`src/rtl/fpu_div_normalizer.sv`:
```
// Post-divider normalize / RNE round / pack stage for the FPU divide path (FP16 by default).
// Define FPU_DIVNORM_FLAGS_EN to add the overflow/underflow/inexact flag outputs.
module fpu_div_normalizer #(
    parameter int WIDTH = 16,
    parameter int EXPW  = 5,
    parameter int FRACW = 10,
    parameter int QFRAC = 13,
    parameter int BIAS  = 15
) (
    input  logic                    clock,
    input  logic                    reset_n,
    input  logic                    in_valid,
    output logic                    in_ready,
    input  logic [WIDTH-1:0]        in_quot,
    input  logic [WIDTH-1:0]        in_rem,
    input  logic [EXPW+1:0]         in_exp,
    input  logic                    in_sign,
    input  logic [1:0]              in_special,
    output logic                    out_valid,
    input  logic                    out_ready,
    output logic [EXPW+FRACW:0]     out_result
`ifdef FPU_DIVNORM_FLAGS_EN
    ,
    output logic                    out_overflow,
    output logic                    out_underflow,
    output logic                    out_inexact
`endif
);

    localparam int IEXPW   = EXPW + 3;
    localparam int RESW    = 1 + EXPW + FRACW;
    localparam int CNTW    = $clog2(WIDTH);
    // Biased exponent of infinity: one past the largest finite exponent (2*BIAS).
    localparam int EXP_INF = 2 * BIAS + 1;

    typedef enum logic [1:0] {IDLE, NORM, ROUND, DONE} state_t;

    state_t            state_q, state_d;
    logic [WIDTH-1:0]  q_q, q_d;
    logic [IEXPW-1:0]  exp_q, exp_d;
    logic              sticky_q, sticky_d;
    logic              sign_q, sign_d;
    logic [1:0]        special_q, special_d;
    logic [CNTW-1:0]   shcnt_q, shcnt_d;
    logic [RESW-1:0]   result_q, result_d;

    logic [FRACW-1:0]  mant;
    logic [FRACW:0]    mant_sum;
    logic              guard, sticky_r, inc;
    logic [IEXPW-1:0]  exp_rnd;
    logic              exp_ovf, exp_unf;
    logic [RESW-1:0]   pack;

    // Rounding view of the normalized quotient: leading one sits at bit QFRAC.
    always_comb begin
        mant     = q_q[QFRAC-1 -: FRACW];
        guard    = q_q[QFRAC-FRACW-1];
        sticky_r = sticky_q | (|q_q[QFRAC-FRACW-2:0]);
        inc      = guard & (sticky_r | mant[0]);
        mant_sum = {1'b0, mant} + {{FRACW{1'b0}}, inc};
        exp_rnd  = exp_q + {{(IEXPW-1){1'b0}}, mant_sum[FRACW]};
        exp_ovf  = !exp_rnd[IEXPW-1] && (exp_rnd >= IEXPW'(EXP_INF));
        exp_unf  = exp_rnd[IEXPW-1] || (exp_rnd == '0);
    end

    always_comb begin
        pack = {sign_q, {EXPW{1'b0}}, {FRACW{1'b0}}};
        case (special_q)
            2'b01: pack = {sign_q, {EXPW{1'b0}}, {FRACW{1'b0}}};
            2'b10: pack = {sign_q, {EXPW{1'b1}}, {FRACW{1'b0}}};
            2'b11: pack = {1'b0, {EXPW{1'b1}}, 1'b1, {(FRACW-1){1'b0}}};
            default: begin
                if (q_q == '0 || exp_unf)
                    pack = {sign_q, {EXPW{1'b0}}, {FRACW{1'b0}}};
                else if (exp_ovf)
                    pack = {sign_q, {EXPW{1'b1}}, {FRACW{1'b0}}};
                else
                    pack = {sign_q, exp_rnd[EXPW-1:0], mant_sum[FRACW-1:0]};
            end
        endcase
    end

    always_comb begin
        state_d   = state_q;
        q_d       = q_q;
        exp_d     = exp_q;
        sticky_d  = sticky_q;
        sign_d    = sign_q;
        special_d = special_q;
        shcnt_d   = shcnt_q;
        result_d  = result_q;
        case (state_q)
            IDLE: begin
                if (in_valid) begin
                    q_d       = in_quot;
                    exp_d     = {in_exp[EXPW+1], in_exp};
                    sticky_d  = |in_rem;
                    sign_d    = in_sign;
                    special_d = in_special;
                    shcnt_d   = '0;
                    state_d   = NORM;
                end
            end
            NORM: begin
                if (special_q != 2'b00 || q_q == '0) begin
                    state_d = ROUND;
                end else if (q_q[QFRAC+1]) begin
                    q_d      = q_q >> 1;
                    sticky_d = sticky_q | q_q[0];
                    exp_d    = exp_q + IEXPW'(1);
                    state_d  = ROUND;
                end else if (q_q[QFRAC] || shcnt_q == CNTW'(WIDTH-1)) begin
                    state_d = ROUND;
                end else begin
                    q_d     = q_q << 1;
                    exp_d   = exp_q - IEXPW'(1);
                    shcnt_d = shcnt_q + CNTW'(1);
                end
            end
            ROUND: begin
                result_d = pack;
                state_d  = DONE;
            end
            DONE: begin
                if (out_ready)
                    state_d = IDLE;
            end
            default: state_d = IDLE;
        endcase
    end

    always_ff @(posedge clock or negedge reset_n) begin
        if (!reset_n) begin
            state_q   <= IDLE;
            q_q       <= '0;
            exp_q     <= '0;
            sticky_q  <= 1'b0;
            sign_q    <= 1'b0;
            special_q <= 2'b00;
            shcnt_q   <= '0;
            result_q  <= '0;
        end else begin
            state_q   <= state_d;
            q_q       <= q_d;
            exp_q     <= exp_d;
            sticky_q  <= sticky_d;
            sign_q    <= sign_d;
            special_q <= special_d;
            shcnt_q   <= shcnt_d;
            result_q  <= result_d;
        end
    end

    assign in_ready   = (state_q == IDLE);
    assign out_valid  = (state_q == DONE);
    assign out_result = result_q;

`ifdef FPU_DIVNORM_FLAGS_EN
    logic [2:0] flags_q, flags_d;
    logic       normal_path, ovf_f, unf_f;

    // Flags only come from finite nonzero quotients; specials and exact zero are exact.
    always_comb begin
        normal_path = (special_q == 2'b00) && (q_q != '0);
        ovf_f       = normal_path && exp_ovf;
        unf_f       = normal_path && !exp_ovf && exp_unf;
        flags_d     = flags_q;
        if (state_q == ROUND)
            flags_d = {ovf_f, unf_f, ovf_f | unf_f | (normal_path & (guard | sticky_r))};
    end

    always_ff @(posedge clock or negedge reset_n) begin
        if (!reset_n)
            flags_q <= '0;
        else
            flags_q <= flags_d;
    end

    assign out_overflow  = flags_q[2];
    assign out_underflow = flags_q[1];
    assign out_inexact   = flags_q[0];
`endif

endmodule
```
`config.mk`:
```
export PLATFORM = sky130hd
export DESIGN_NAME = fpu_div_normalizer
export DESIGN_NICKNAME = d
export VERILOG_FILES = /design/src/rtl/fpu_div_normalizer.sv
export SDC_FILE = /design/constraint.sdc
export NUM_CORES = 1
export LEC_CHECK = 0
export ABC_AREA = 1
export CORE_MARGIN = 4
export CORE_UTILIZATION = 57
export CTS_CLUSTER_DIAMETER = 150
export DETAILED_ROUTE_END_ITERATION = 10
export PLACE_DENSITY = 0.89
export SYNTH_ARGS = -nofsm -noshare
export SYNTH_HDL_FRONTEND = slang
export SYNTH_SLANG_ARGS = --single-unit
```
`constraint.sdc`:
```
create_clock -name clock -period 7.4 [get_ports clock]
set_clock_uncertainty 0.2 [all_clocks]
set_input_delay 1.48 -clock clock [delete_from_list [all_inputs] [get_ports clock]]
set_output_delay 1.48 -clock clock [all_outputs]
set_load 0.01 [all_outputs]
```
==> run metrics, run 1 <==
status finished clean; Cells after DPL roughly 570; GRT Residual Overflow 0; worst endpoint data arrival time 1.74 ns; Worst-Skew Late Latency roughly 0.3 ns; Pleak 1.898 nW; vias post-DR ~3.2k; Initial Util 0.5919; die area around 0.007 mm²; internal power between 0.8 and 0.9 mW; # setup viols final 0; DRT iter0 DRCs 270; Combinational Power Share 0.587; Peak VDD IR approximately 0.25 mV; Die H about 84 µm; Sequential Power Share 0.308; P per Cell Area 395.1 mW/mm²; worst-path fanout max 5; slew margin rel. 0.2783; Worst-Margin Slew ~1.1 ns; EDFF count, synth 0; clock power share 0.105; Post-synth ARST share 1.000; final hold vios 0; clk buf depth 2; final critical-path share of the clock period 0.4625; worst min path class reg -> reg; Mapped Cells 445; Residual DRC 0; Clock Sinks 50; commonest non-fill, non-tap cell in the layout nand2_1; Final Max Slew Viols 0; achievable frequency between 0.2 and 0.3 GHz; post-synthesis sequential area ratio 0.3792; Clock Root Buffer clkbuf_8; max_cap viols 0; worst setup path class reg -> out; most frequent cells in the layout nand2_1 (128), clkdlybuf4s50_1 (62), dfrtp_1 (50); #FFs+latches synth 50; # fillers roughly 450; hold buffer count at CTS 0; dpl ws 3.899 ns; sw frac 0.4900; Setup crit start kind flip-flop; Syn Std Cell Area between 0.003 and 0.004 mm²; Buffers on Ports 63; Routability Congestion about 0.87; htree depth 2; most common flop cell mapped by yosys dfrtp_1; fin nets approximately 560; I/O Pins 64; routed wire length just over 8 mm; die width ~84 µm; PostCTS Resize Cnt 0; pin count of the biggest net entering global routing 51; Total Power 1.599 mW; syn_nets ~510; R2R depth 20; average wire per standard cell around 14 µm; layout cells sized above 1 0.07952; # Post-CTS Setup Buffers 0; TritonCTS Buffers 5; num rows 27; worst path required time between 5 and 6 ns; vias in the first global route 3147; first-pass GRT wire length between 10 and 15 mm; Critical Path End Type primary output; GRT Overall Usage 0.2355; drt pass-1 iters 5; setup TNS 0 ns; vias per inst about 5.6; worst hold stages 2; n_diodes 0; CTS tree done; RSZ-0062 raised after global routing false; antenna violations before repair 0; Yosys Warn Count 0; Avg Cell Area, Syn between 7 and 8 µm²; antenna-violating nets left 0; final worst slack between 3 and 4 ns; HPWL after DPL a little over 6 mm; Final Non-Filler Cells 575; core area between 0.005 and 0.006 mm²; Tmin final ~3.4 ns; clock-pin slew on the worst setup and hold paths 0.09 ns; Net Switching 0.7834 mW; Syn-to-layout area delta 22.64%; Distinct cells, synth 39
## metal layers
layer | GRT usage | wire length [µm] | up-vias
met5 | 0 | 0 | -
met4 | 0.05994 | 118 | 0
met3 | 0.04047 | 526 | 17
met2 | 0.4139 | 3994 | 124
met1 | 0.2981 | 3480 | 1503
li1 | - | - | 1586
## flip-flops by register name (all words and copies together), names as in the netlist
name,flops
state_q,2
shcnt_q,4
sign_q,1
sticky_q,1
out_result,16
special_q,2
q_q,16
exp_q,8
## area by class of cell
class | count | area [µm²] | area share
Tap cell | 72 | 90.09 | 0.02226
Timing Repair Buffer | 63 | 625.6 | 0.1546
Clock buffer | 6 | 82.58 | 0.02041
Multi-Input combinational cell | 329 | 1785 | 0.4412
Sequential cell | 50 | 1251 | 0.3092
Clock inverter | 2 | 12.51 | 0.003092
Inverter | 53 | 198.9 | 0.04917
## synthesized netlist by cell type (3+ instances only)
master / n / share of area
nor3_1: 6 / 0.0091
inv_1: 48 / 0.055
nor2_2: 4 / 0.0076
nand2_2: 5 / 0.0095
xor2_1: 9 / 0.024
nor2_1: 31 / 0.035
o221ai_1: 11 / 0.029
dfrtp_1: 50 / 0.38
a21oi_1: 15 / 0.023
clkbuf_1: 6 / 0.0068
buf_2: 3 / 0.0045
o21ai_0: 16 / 0.024
o21ai_1: 22 / 0.033
nor2_4: 3 / 0.010
nor4_1: 4 / 0.0076
inv_2: 5 / 0.0057
o21ai_2: 8 / 0.021
nand2_1: 128 / 0.15
nand3_1: 25 / 0.038
xnor2_1: 3 / 0.0080
nand4_1: 8 / 0.015
buf_4: 3 / 0.0068
ha_1: 14 / 0.053
## path summary, 6_finish.rpt
check                                     startpoint                         to  slack, ns
setup / recovery              state_q[0]$_DFFE_PN0P_                   in_ready       3.98
hold / removal             out_result[5]$_DFFE_PN0P_  out_result[5]$_DFFE_PN0P_       0.29
setup reg to reg                  q_q[2]$_DFFE_PN0P_  out_result[6]$_DFFE_PN0P_       4.02
hold reg to reg            out_result[5]$_DFFE_PN0P_  out_result[5]$_DFFE_PN0P_       0.29
max in group asynchronous                    reset_n        q_q[14]$_DFFE_PN0P_       5.16
min in group asynchronous                    reset_n  out_result[3]$_DFFE_PN0P_       1.15
## through the flow
stage          area (µm²)  hold WS [ns]    util
2_1_floorplan        3299        0.2781       -
3_3_place_gp         3951        0.2628  0.7089
3_5_place_dp         3951        0.2686  0.7089
4_1_cts              4046        0.2921  0.7259
5_1_grt              4046        0.3172  0.7259
6_report             4046        0.2859  0.7259
## power groups by stage
stage                     combinational, mW  clock (mW)  sequential, mW
after floorplan                       0.699           0           0.477
after global placement                0.890           0           0.487
after detailed placement              0.924           0           0.496
after CTS                             0.934       0.170           0.490
after global routing                   1.07       0.181           0.508
final                                 0.938       0.167           0.493
## cell families after synthesis
| group | count (synthesis) | synth area share |
|---|---|---|
| DFF | 50 | 0.3792 |
| xor gates and xnor gates | 12 | 0.03186 |
| and+or+nand+nor | 219 | 0.2931 |
| muxes | 1 | 0.003413 |
| buffers and inverters | 66 | 0.07963 |
| adders and majority gates | 15 | 0.05916 |
| AOI/OAI and AO/OA | 82 | 0.1536 |
## critical path: stages (launching register included)
cell and delay, ns:
dfrtp_1 0.41, inv_1 0.10, ha_1 0.32, clkdlybuf4s50_1 0.60
Power figures use the tool's default switching activity.
==> run 2, diff against run 1 <==
CORE_UTILIZATION = 52   (was 57)
PLACE_DENSITY = 0.82   (was 0.89)
clock period = 3.4 ns   (was 7.4 ns; I/O delays follow)
==> run metrics, run 2 (same netlist as run 1, synthesis figures left out) <==
vias per inst 5.390 (-4.0%); drt pass-1 iters 4 (-1); antenna-violating nets left 0 (unchanged); I/O Pins 64 (unchanged); R2R Path Start q_q[2]$_DFFE_PN0P_; Routability Congestion 0.9298 (+6.6%); reg2reg setup slack 0.36 ns (-3.66 ns); worst endpoint data arrival time 3.08 ns (+1.34 ns); CTS tree done; most frequent cells in the layout nand2_1 (128), clkdlybuf4s50_1 (62), dfrtp_1 (50); M1 GR Usage 0.2770 (-0.02107); GRT Residual Overflow 0 (unchanged); Critical Path End Type flip-flop; setup TNS 0 ns (unchanged); n_diodes 0 (unchanged); Tmin final roughly 3.0 ns; Syn-to-layout area delta 24.23%; Final Max Slew Viols 0 (unchanged); DRT iter0 DRCs 248 (-8.1%); commonest non-fill, non-tap cell in the layout nand2_1; core area 0.006026 mm² (+8.1%); vias post-DR 3137 (-2.9%); slew margin rel. 0.2751 (-0.003211); pin count of the biggest net entering global routing 51 (unchanged); fin nets 567 (+0.71%); M3 GR Usage 0.03951 (-0.0009630); worst-path fanout max 8 (+3); GRT busiest layer met2; clk buf depth 2 (unchanged); Die H 87.66 µm (+4.3%); average wire per standard cell 13.34 µm (-5.5%); GRT Overall Usage 0.2167 (-0.01874); layout cells sized above 1 0.08679 (+0.007262); final critical-path share of the clock period 0.8954; P per Cell Area 858.4 mW/mm² (+120%); worst min path class reg -> reg; die width 87.66 µm (+4.3%); # setup viols final 0 (unchanged); TritonCTS Buffers 5 (unchanged); Clock Root Buffer clkbuf_8; Worst-Skew Late Latency 0.30 ns (about the same); Initial Util 0.5475 (-0.04437); Worst Hold Launch out_result[1]$_DFFE_PN0P_; Peak VDD IR 0.4908 mV (+96%); GR Util met2 0.3692 (-0.04474); achievable frequency ~0.33 GHz; Residual DRC 0 (unchanged); num rows 28 (+3.7%); Endpoint, Worst Hold out_result[1]$_DFFE_PN0P_; worst hold stages 2 (unchanged); Pleak 1.922 nW (+1.3%); R2R depth 20 (unchanged); max_cap viols 0 (unchanged); antenna violations before repair 0 (unchanged); Buffers on Ports 63 (unchanged); RSZ-0062 raised after global routing false; vias in the first global route 3018 (-4.1%); worst setup path class reg -> reg; worst path required time 3.43 ns (-2.29 ns); first-pass GRT wire length 13.35 mm (-3.4%); Setup crit start kind flip-flop; Core Util, Final 0.6802 (-0.04569); final hold vios 0 (unchanged); HPWL after DPL 6.047 mm (-2.5%); FF-to-FF End out_result[2]$_DFFE_PN0P_; htree depth 2 (unchanged); routed wire length 7.766 mm (-4.3%); status finished clean; die area 0.007683 mm² (+8.7%); Worst-Margin Slew 1.087 ns (+0.004817 ns); Clock Sinks 50 (unchanged); clock-pin slew on the worst setup and hold paths 0.09 ns (about the same)
==> run 2: changes by cell type in the layout (fill, tap and decap cells not counted), sizes merged <==
| cell | previous run | this run |
|---|---|---|
| clkbuf | 6 | 7 |
| bufinv | 0 | 1 |
| clkinv | 1 | 0 |
| clkinvlp | 1 | 0 |
| buf | 1 | 5 |
==> run 2: timing repair <==
item,CTS,global route
hold buffers,0,0
endpoints found under the setup margin,0,15
gates resized for setup,0,2
buffers inserted,0,2
==> run 2: metrics by stage <==
stage	instances	instance area, µm²	total power [mW]	setup WS [ns]	hold WS [ns]
finish	582	4099	3.518	0.3557	0.2935
global route	582	4099	3.870	0.002045	0.3184
CTS	580	4076	3.517	0.1886	0.2969
detailed placement	572	3970	3.092	0.2146	0.2757
global placement	572	3970	3.024	0.4181	0.2628
floorplan	445	3299	2.560	0.6223	0.1844
==> run 2: layout make-up <==
cell class                 count  area (µm²)
fill                         503        1927
tap                           75       93.84
clock buffer                   7       76.32
sequential                    50        1251
inverter                      53       198.9
timing repair buffer          67       655.6
clock inverter                 1       30.03
multi-input combinational    329        1793
==> run 2: worst max path at each step <==
stage                                     end  slack [ns]                from  depth (start not counted)
finish              out_result[2]$_DFFE_PN0P_        0.36  q_q[2]$_DFFE_PN0P_                         20
global route        out_result[2]$_DFFE_PN0P_       0.002  q_q[2]$_DFFE_PN0P_                         20
CTS                 out_result[2]$_DFFE_PN0P_        0.19  q_q[2]$_DFFE_PN0P_                         20
detailed placement  out_result[2]$_DFFE_PN0P_        0.21  q_q[2]$_DFFE_PN0P_                         20
global placement    out_result[0]$_DFFE_PN0P_        0.42  q_q[3]$_DFFE_PN0P_                         20
floorplan           out_result[0]$_DFFE_PN0P_        0.62  q_q[3]$_DFFE_PN0P_                         20
==> run 2: report_power, final <==
group | total [mW] | internal, mW | switching (mW)
Combinational | 2.04 | 0.779 | 1.26
Sequential | 1.06 | 0.843 | 0.221
Clock | 0.418 | 0.220 | 0.197
==> run 2: per-layer routing <==
| layer | share of wire | vias to the layer above |
|---|---|---|
| li1 | - | 1582 |
| met4 | 0.019 | 0 |
| met2 | 0.48 | 90 |
| met5 | 0 | - |
| met3 | 0.060 | 12 |
| met1 | 0.44 | 1453 |
==> run 2: worst max-delay path: stages, from the launching register on <==
cell     delay, ns
dfrtp_1       0.40
nand2_1       0.10
inv_1         0.08
ha_1          0.17
nand2_1       0.07
nor2_1        0.09
nand2_1       0.10
nor3_1        0.15
nand2_1       0.11
nor3_2        0.17
ha_1          0.23
nand2_2       0.08
nor2_2        0.16
nand2_1       0.06
nand2_1       0.07
nand2_2       0.07
nor2_4        0.11
nand4_2       0.10
nor2_4        0.16
nand2_4       0.11
o21ai_2       0.15
==> run 3, diff against run 2 <==
CORE_MARGIN = 1   (was 4)
==> run metrics, run 3 (same netlist as run 1, synthesis figures left out) <==
HPWL after DPL 5.707 mm (-5.6%); Placed Instance Area 0.003970 mm² (unchanged); commonest non-fill, non-tap cell in the layout nand2_1; Buffers on Ports 63 (unchanged); Peak VDD IR 0.6612 mV (+35%); TritonCTS Buffers 5 (unchanged); # setup viols final 0 (unchanged); die width 81.66 µm (-6.8%); Residual DRC 0 (unchanged); I/O Pins 64 (unchanged); achievable frequency 0.3339 GHz (+1.7%); status finished clean; Critical Path Max Stage Delay 0.37 ns (-0.03 ns); worst min path class reg -> reg; first-pass GRT wire length 13.03 mm (-2.4%); layout cells sized above 1 0.08515 (-0.001636); core area 0.006026 mm² (unchanged); routed wire length 7.505 mm (-3.4%); fin nets 565 (-0.35%); Clock Root Buffer clkbuf_8; most frequent cells in the layout nand2_1 (128), clkdlybuf4s50_1 (62), dfrtp_1 (50); vias in the first global route 2928 (-3.0%); DRT iter0 DRCs 162 (-35%); Clock Sinks 50 (unchanged); slew margin rel. 0.2702 (-0.004889); htree depth 2 (unchanged); Worst-Margin Slew 1.095 ns (+0.007332 ns); GRT Residual Overflow 0 (unchanged); CP Cell Sequence nand2_1 -> inv_1 -> ha_1 -> nand2_1 -> nor2_1 -> nand2_1 -> nor3_1 -> nand2_1 -> nor3_2 -> ha_2 -> nand2_2 -> nor2_2 -> nand2_1 -> nand2_1 -> nand2_2 -> nor2_4 -> nand4_2 -> nor2_4 -> nand2_4 -> o21ai_2; final critical-path share of the clock period 0.8808 (-0.01464); crit-path most repeated cell nand2_1; Initial Util 0.5475 (unchanged); Setup crit start kind flip-flop; worst endpoint data arrival time 3.03 ns (-0.05 ns); Routability Congestion 0.8932 (-3.9%); antenna-violating nets left 0 (unchanged); Die H 81.66 µm (-6.8%); clk buf depth 2 (unchanged); Core Util, Final 0.6759 (-0.004361); Final Max Slew Viols 0 (unchanged); num rows 28 (unchanged); die area 0.006668 mm² (-13%); fin area 0.004073 mm² (-0.64%); worst setup path class reg -> reg; Tmin final 2.995 ns (-0.04977 ns); Worst-Skew Late Latency 0.30 ns (about the same); Syn-to-layout area delta 23.44%; Pleak 1.907 nW (-0.75%); average wire per standard cell 12.94 µm (-3.0%); Critical Path End Type flip-flop; RSZ-0062 raised after global routing false; max_cap viols 0 (unchanged); clock-pin slew on the worst setup and hold paths 0.09 ns (about the same); CP max stage cell dfrtp_1; vias per inst 5.421 (+0.57%); worst-path fanout max 8 (unchanged); final hold vios 0 (unchanged); pin count of the biggest net entering global routing 51 (unchanged); antenna violations before repair 0 (unchanged); drt pass-1 iters 5 (+1); GRT Overall Usage 0.2517 (+0.03499); Cells after DPL 572 (unchanged); vias post-DR 3144 (+0.22%); setup TNS 0 ns (unchanged); n_diodes 0 (unchanged); P per Cell Area 856.3 mW/mm² (-0.24%); Final Non-Filler Cells 580 (-0.34%); worst path required time 3.43 ns (about the same); CTS tree done; final hold slack 0.2837 ns (-0.009788 ns)
[run 3: cell count changes in the layout (fill, tap and decap cells not counted), sizes merged]
cell / delta
inv: +1
bufinv: -1
buf: -2
[run 3: worst paths after layout]
kind | start | to | slack (ns) | cells after the start
max | q_q[2]$_DFFE_PN0P_ | out_result[4]$_DFFE_PN0P_ | 0.41 | 20
min | out_result[1]$_DFFE_PN0P_ | out_result[1]$_DFFE_PN0P_ | 0.28 | 2
max reg2reg | q_q[2]$_DFFE_PN0P_ | out_result[4]$_DFFE_PN0P_ | 0.41 | 20
min reg2reg | out_result[1]$_DFFE_PN0P_ | out_result[1]$_DFFE_PN0P_ | 0.28 | 2
max in group asynchronous | reset_n | sticky_q$_DFFE_PN0P_ | 1.95 | 1
min in group asynchronous | reset_n | out_result[0]$_DFFE_PN0P_ | 0.38 | 1
[run 3: routing by layer]
| layer | wire, µm | track usage | vias to the layer above |
|---|---|---|---|
| li1 | - | - | 1589 |
| met1 | 3550 | 0.3478 | 1452 |
| met2 | 3558 | 0.4192 | 97 |
| met3 | 320 | 0.03222 | 6 |
| met4 | 76 | 0.05789 | 0 |
| met5 | 0 | 0 | - |
[run 3: timing repair]
action                     4_1_cts  5_1_grt
resized for setup                0        2
buffers inserted                 0        0
hold buffers                     0        0
setup endpoints to repair        0       12
[run 3: worst max-delay path: cells and delay by family (launching register included)]
family | cells | cell delay (ns)
AND/OR/NAND/NOR | 16 | 1.68
adder cells (fa/ha/maj) | 2 | 0.45
flip-flops | 1 | 0.37
AO/OA/AOI/OAI | 1 | 0.14
buffers and inverters | 1 | 0.08
[run 3: metrics by stage]
| stage | power, mW | setup WS, ns |
|---|---|---|
| final | 3.487 | 0.4054 |
| after global routing | 3.828 | 0.06784 |
| after CTS | 3.485 | 0.2730 |
| after detailed placement | 3.097 | 0.2973 |
| after global placement | 3.027 | 0.4141 |
| after floorplan | 2.560 | 0.6223 |
[run 3: area by class of cell]
type | count | area [µm²]
multi-input combinational | 329 | 1793
timing repair buffer | 65 | 640.6
fill | 521 | 1953
clock inverter | 1 | 8.758
inverter | 53 | 198.9
clock buffer | 7 | 86.33
sequential | 50 | 1251
tap | 75 | 93.84
[run 3: power breakdown]
| part | total (mW) | internal, mW | leakage (nW) | switching [mW] |
|---|---|---|---|---|
| sequential | 1.06 | 0.843 | 0.623 | 0.221 |
| clock | 0.374 | 0.169 | 0.0489 | 0.205 |
| combinational | 2.05 | 0.782 | 1.24 | 1.27 |
| total | 3.49 | 1.79 | 1.91 | 1.69 |
